<file path="config.mk">
export PLATFORM = sky130hd
export DESIGN_NAME = button_conditioner
export DESIGN_NICKNAME = d
export VERILOG_FILES = /design/src/rtl/btn_pkg.sv /design/src/rtl/btn_channel.sv /design/src/rtl/button_conditioner.sv
export SDC_FILE = /design/constraint.sdc
export NUM_CORES = 1
export LEC_CHECK = 0
export ABC_CLOCK_PERIOD_IN_PS = 2000
export BUFFER_PORTS_ARGS = -buffer_cell sky130_fd_sc_hd__clkbuf_2
export CORE_ASPECT_RATIO = 1.4
export CORE_MARGIN = 2
export CORE_UTILIZATION = 45
export CTS_BUF_LIST = sky130_fd_sc_hd__clkbuf_8 sky130_fd_sc_hd__clkbuf_16
export DETAILED_ROUTE_END_ITERATION = 8
export GPL_TIMING_DRIVEN = 0
export PLACE_DENSITY = 0.58
export SYNTH_ARGS = -nofsm -noshare
export SYNTH_HDL_FRONTEND = slang
export SYNTH_SLANG_ARGS = --single-unit
</file>
<file path="constraint.sdc">
create_clock -name clk -period 2 [get_ports clk]
set_input_delay 0.1 -clock clk [delete_from_list [all_inputs] [get_ports clk]]
set_output_delay 0.1 -clock clk [all_outputs]
set_load 0.01 [all_outputs]
</file>
<file path="src/rtl/btn_pkg.sv">
// Shared definitions for the button conditioner: repeat FSM state encoding
// and the helper used to size the per-channel counters.
package btn_pkg;

   // Auto-repeat state per channel; encoding is fixed so debug probes and
   // checkers can decode the raw two-bit value.
   typedef enum logic [1:0] {
      IDLE   = 2'd0,
      DELAY  = 2'd1,
      REPEAT = 2'd2
   } rpt_state_e;

   // Bits needed to hold values 0..max_val; never narrower than one bit.
   function automatic int cnt_width(input int max_val);
      if (max_val < 1) begin
         return 1;
      end
      return $clog2(max_val + 1);
   endfunction

endpackage

</file>
<file path="src/rtl/btn_channel.sv">
// One conditioned button: 2-flop synchroniser, stability-counter debounce,
// registered edge pulses and an auto-repeat FSM feeding the press output.
//
// Handshake note: there is no valid/ready pair here. Every output is a
// registered level or one-cycle pulse, valid on every clock after reset.
module btn_channel
   import btn_pkg::*;
#(
   parameter int STABLE_CYCLES = 16,
   parameter int REPEAT_DELAY  = 64,
   parameter int REPEAT_RATE   = 16
) (
   input  logic clk,
   input  logic rst,
   input  logic din,
   input  logic rpt_en,
   output logic level,
   output logic rise,
   output logic fall,
   output logic press
);

   localparam int SW   = cnt_width(STABLE_CYCLES);
   localparam int RMAX = (REPEAT_DELAY > REPEAT_RATE) ? REPEAT_DELAY : REPEAT_RATE;
   localparam int RW   = cnt_width(RMAX);

   // Last count value before the debounced level is allowed to flip.
   localparam logic [SW-1:0] STABLE_LAST = SW'(STABLE_CYCLES - 1);
   // Counter values on which the first and the following repeat pulses fire.
   localparam logic [RW-1:0] DELAY_LAST  = RW'(REPEAT_DELAY - 1);
   localparam logic [RW-1:0] RATE_LAST   = RW'(REPEAT_RATE - 1);

   logic            meta;
   logic            sync;
   logic [SW-1:0]   stab_cnt;
   logic [RW-1:0]   rpt_cnt;
   rpt_state_e      state;

   logic            differ;
   logic            settle;
   logic            went_high;
   logic            went_low;
   logic            rpt_fire;

   // Two-stage synchroniser; only the second stage is used downstream.
   always_ff @(posedge clk or negedge rst) begin
      if (!rst) begin
         meta <= 1'b0;
         sync <= 1'b0;
      end else begin
         meta <= din;
         sync <= meta;
      end
   end

   // Decode the debounce decision and the repeat pulse for this clock.
   always_comb begin
      differ    = sync ^ level;
      settle    = differ && (stab_cnt == STABLE_LAST);
      went_high = settle && !level;
      went_low  = settle && level;
      rpt_fire  = 1'b0;
      if (rpt_en && !went_low) begin
         if ((state == DELAY) && (rpt_cnt == DELAY_LAST)) begin
            rpt_fire = 1'b1;
         end else if ((state == REPEAT) && (rpt_cnt == RATE_LAST)) begin
            rpt_fire = 1'b1;
         end
      end
   end

   // Debounce: count consecutive clocks of disagreement, flip level on the
   // STABLE_CYCLES-th one; any agreement restarts the count.
   always_ff @(posedge clk or negedge rst) begin
      if (!rst) begin
         stab_cnt <= '0;
         level    <= 1'b0;
      end else if (!differ) begin
         stab_cnt <= '0;
      end else if (settle) begin
         stab_cnt <= '0;
         level    <= ~level;
      end else begin
         stab_cnt <= stab_cnt + 1'b1;
      end
   end

   // Repeat FSM plus registered rise/fall/press pulses. Arming only happens
   // on the rising edge of level, so enabling repeat while already held
   // waits for the next press.
   always_ff @(posedge clk or negedge rst) begin
      if (!rst) begin
         state   <= IDLE;
         rpt_cnt <= '0;
         rise    <= 1'b0;
         fall    <= 1'b0;
         press   <= 1'b0;
      end else begin
         rise  <= went_high;
         fall  <= went_low;
         press <= went_high | rpt_fire;
         if (went_low || !rpt_en) begin
            state   <= IDLE;
            rpt_cnt <= '0;
         end else begin
            case (state)
               IDLE: begin
                  if (went_high) begin
                     state   <= DELAY;
                     rpt_cnt <= '0;
                  end
               end
               DELAY: begin
                  if (rpt_cnt == DELAY_LAST) begin
                     state   <= REPEAT;
                     rpt_cnt <= '0;
                  end else begin
                     rpt_cnt <= rpt_cnt + 1'b1;
                  end
               end
               REPEAT: begin
                  if (rpt_cnt == RATE_LAST) begin
                     rpt_cnt <= '0;
                  end else begin
                     rpt_cnt <= rpt_cnt + 1'b1;
                  end
               end
               default: begin
                  state   <= IDLE;
                  rpt_cnt <= '0;
               end
            endcase
         end
      end
   end

endmodule

</file>
<file path="src/rtl/button_conditioner.sv">
// N independent button channels: synchronise, debounce, edge-detect and
// auto-repeat. Channels share only clock and reset.
module button_conditioner
   import btn_pkg::*;
#(
   parameter int N             = 4,
   parameter int STABLE_CYCLES = 16,
   parameter int REPEAT_DELAY  = 64,
   parameter int REPEAT_RATE   = 16
) (
   input  logic         clk,
   input  logic         rst,
   input  logic [N-1:0] din,
   input  logic [N-1:0] rpt_en,
   output logic [N-1:0] level,
   output logic [N-1:0] rise,
   output logic [N-1:0] fall,
   output logic [N-1:0] press
);

   // One self-contained channel per input bit.
   for (genvar i = 0; i < N; i++) begin : g_chan
      btn_channel #(
         .STABLE_CYCLES (STABLE_CYCLES),
         .REPEAT_DELAY  (REPEAT_DELAY),
         .REPEAT_RATE   (REPEAT_RATE)
      ) u_chan (
         .clk    (clk),
         .rst    (rst),
         .din    (din[i]),
         .rpt_en (rpt_en[i]),
         .level  (level[i]),
         .rise   (rise[i]),
         .fall   (fall[i]),
         .press  (press[i])
      );
   end

endmodule

</file>
==> flow_summary.toml <==
[finish]
fin_util = 0.554
area_delta_synth_final_pct = 19.6
antenna_cells = 0
drive_gt1_frac = 0.180
fin_area_um2 = 5000
final_common_cell = "dfrtp_1"
final_cell_mix = "dfrtp_1 (80), nand2_1 (41), inv_1 (26)"
fin_nets = 489

[synth]
synth_top_area_frac = 0.478
synth_top_area_cell = "dfrtp_1"
synth.avg_cell_area_um2 = 10.1
syn_inst = 414
synth_warnings = 0
async_flop_share = 1.00
synth_edf_count = 0
synth_area_um2 = 4190
synth_nets = 448
ys_seq_area_frac = 0.478
ys_ff_latch = 80
synth_cell_type_count = 55
synth.area.top_cells = "dfrtp_1 (48%), ha_1 (7.2%), nand2_1 (3.7%)"
synthFlopType = "dfrtp_1"

[floorplanning]
die_w_um = 85.5
initial_core_util = 0.464
die-area_um2 = 10100
placementRows = 41
io_pins = 26
core_um2 = 9030
die_h_um = 118

[timing]
max_slew_margin = 0.647
slew_violations = 0
finalHoldViolCount = 0
timing.fmax_ghz = 0.518
setup_viol = 0
finClkSkew_ps = 5.21
fin_crit_sh = 0.966
tightest_slew_ps = 525
setup_tns_ps = 0
timing.final.crit_period_ps = 1930

[routing]
first_iter_violations = 110
first_pass_iters = 6
postRouteAntennaNets = 0
vias_per_cell = 5.74
num_vias = 3256
drc = 0
wire_per_inst_um = 14.6
totalWireLength_um = 8290

[clock_tree]
clk_pin_slew_worst_paths_ps = 60
cts_buffers = 9
tritoncts = "built"
cts_buffer_depth = 2
clkLatencyLatePin_ps = 330
cts-root-buf = "clkbuf_16"
cts_max_level = 3
clock_sinks = 80
post_cts_buffers = 0

[power_and_ir_drop]
p_int_uw = 3670
p_sw_uw = 1530
power_uw = 5200
swShare = 0.295
pwr-share-clk = 0.386
combPwrFrac = 0.262
p_per_area_nw_per_um2 = 1040
peakVddDrop_v = 0.000678
seq_power_share = 0.352
p_leak_uw = 0.00227

[critical_path]
path_max_fanout = 10
crit_slowest_cell = "dfrtp_1"
slowest_delay_ps = 390
critPathLaunchType = "flip-flop"
crit_arrival_ps = 2150
crit_path_cell_trace = "inv_1 -> ha_1 -> or2_2 -> o32a_4 -> a21o_1 -> a22o_1"
crit_required_ps = 2220
worstSetupPathType = "flip-flop to flip-flop"
cp-end-kind = "flip-flop"

[global_routing]
grt_pass1_vias = 3228
grt_max_degree = 64
grt_usage = 0.174
grt_pass1_wl_um = 14400
overflow = 0
antenna_found_initial = 0

[placed_design]
dp_hpwl_um = 5550
place_area_um2 = 4470
portBuffers = 25
routabilityCongestion = 0.826

[hold_path]
hold_path_class = "input port to flip-flop"

[flow_run]
maxCapViolCount = 0

[run_status]
status = "finished, final reports clean"
==> worst max-delay path: cells and delay by family (launching register included) <==
kind	cells	cell delay [ps]
and+or+nand+nor	1	320
buffers and inverters	1	100
AOI/OAI and AO/OA	3	760
adders and majority gates	1	250
DFF	1	390
==> sequential cells by signal, indices dropped and copies added, names as in the netlist <==
register	count
g_chan.u_chan.meta	4
g_chan.u_chan.state	8
g_chan.u_chan.level	4
g_chan.u_chan.rpt_cnt	28
g_chan.u_chan.stab_cnt	20
g_chan.u_chan.sync	4
g_chan.u_chan.press	4
g_chan.u_chan.fall	4
g_chan.u_chan.rise	4
==> layer usage <==
layer | wire [µm] | track usage
met5 | 0 | 0
met1 | 3600 | 0.218
met2 | 4350 | 0.294
met4 | 130 | 0.0694
met3 | 202 | 0.0330
==> layout make-up <==
cell class,count,area [µm²]
repair buffers,31,205
fillers,804,4020
inverters,26,97.6
well taps,107,134
multi-input cells,283,2030
plain buffers,24,163
clock inverters,6,130
clock buffers,10,239
flip-flops and latches,80,2000
==> metrics by stage <==
stage               instances  hold slack [ps]  worst slack [ps]
floorplan                 414             -196               148
finish                    567             85.2              68.2
CTS                       567             62.1              13.0
detailed placement        547             27.2             -96.0
global route              567             97.7             -34.5
global placement          546              210             -49.5
==> power groups by stage <==
| stage | Sequential [µW] | Combinational [µW] | Clock (µW) |
|---|---|---|---|
| final | 1830 | 1360 | 2010 |
| after global routing | 1850 | 1520 | 2120 |
| after CTS | 1830 | 1270 | 2060 |
| after detailed placement | 1850 | 1240 | 0 |
| after global placement | 1850 | 1210 | 0 |
| after floorplan | 1830 | 936 | 0 |
==> synthesized netlist by cell type, drive strengths merged (2+ instances only) <==
master,instances
o311a,4
a21oi,6
o31a,4
nor4b,2
a31oi,12
a22o,9
a31o,3
o32a,2
or2,2
nor2b,4
nand4,6
o21ai,11
ha,24
o21a,2
and2,4
o31ai,6
buf,21
a41oi,4
nand3,27
o311ai,3
or3,10
nor3,13
nor3b,3
dfrtp,80
nand4b,2
xor2,7
xnor2,9
and4b,4
nand2b,7
nor2,16
nand2,41
a21o,2
clkbuf,4
o211ai,3
and3,7
inv,26
o22ai,10
==> worst paths after layout <==
kind,cells past startpoint,slack [ps],start,endpoint
setup / recovery,6,70,g_chan[1].u_chan.state[0],g_chan[1].u_chan.state[0]
hold reg to reg,0,350,g_chan[2].u_chan.meta,g_chan[2].u_chan.sync
hold / removal,2,90,rpt_en[0],g_chan[0].u_chan.press
min in group asynchronous,2,210,rst,g_chan[3].u_chan.state[1]
max in group asynchronous,3,1200,rst,g_chan[1].u_chan.stab_cnt[1]
setup reg to reg,6,70,g_chan[1].u_chan.state[0],g_chan[1].u_chan.state[0]
==> what timing repair did <==
action	in CTS	in global routing
pin swaps	0	0
gates resized for setup	5	14
hold endpoints to repair	21	0
hold buffers	5	0
endpoints found under the setup margin	14	21
==> cells by family after synthesis <==
kind of cell    after synthesis  share of synthesized area
buf+inv                      51                     0.0631
compound gates               91                      0.162
mux                           1                    0.00239
xor+xnor                     16                     0.0353
flops                        80                      0.478
simple gates                151                      0.187
fa+ha+maj                    24                     0.0717
(Power assumes the default switching activity.)
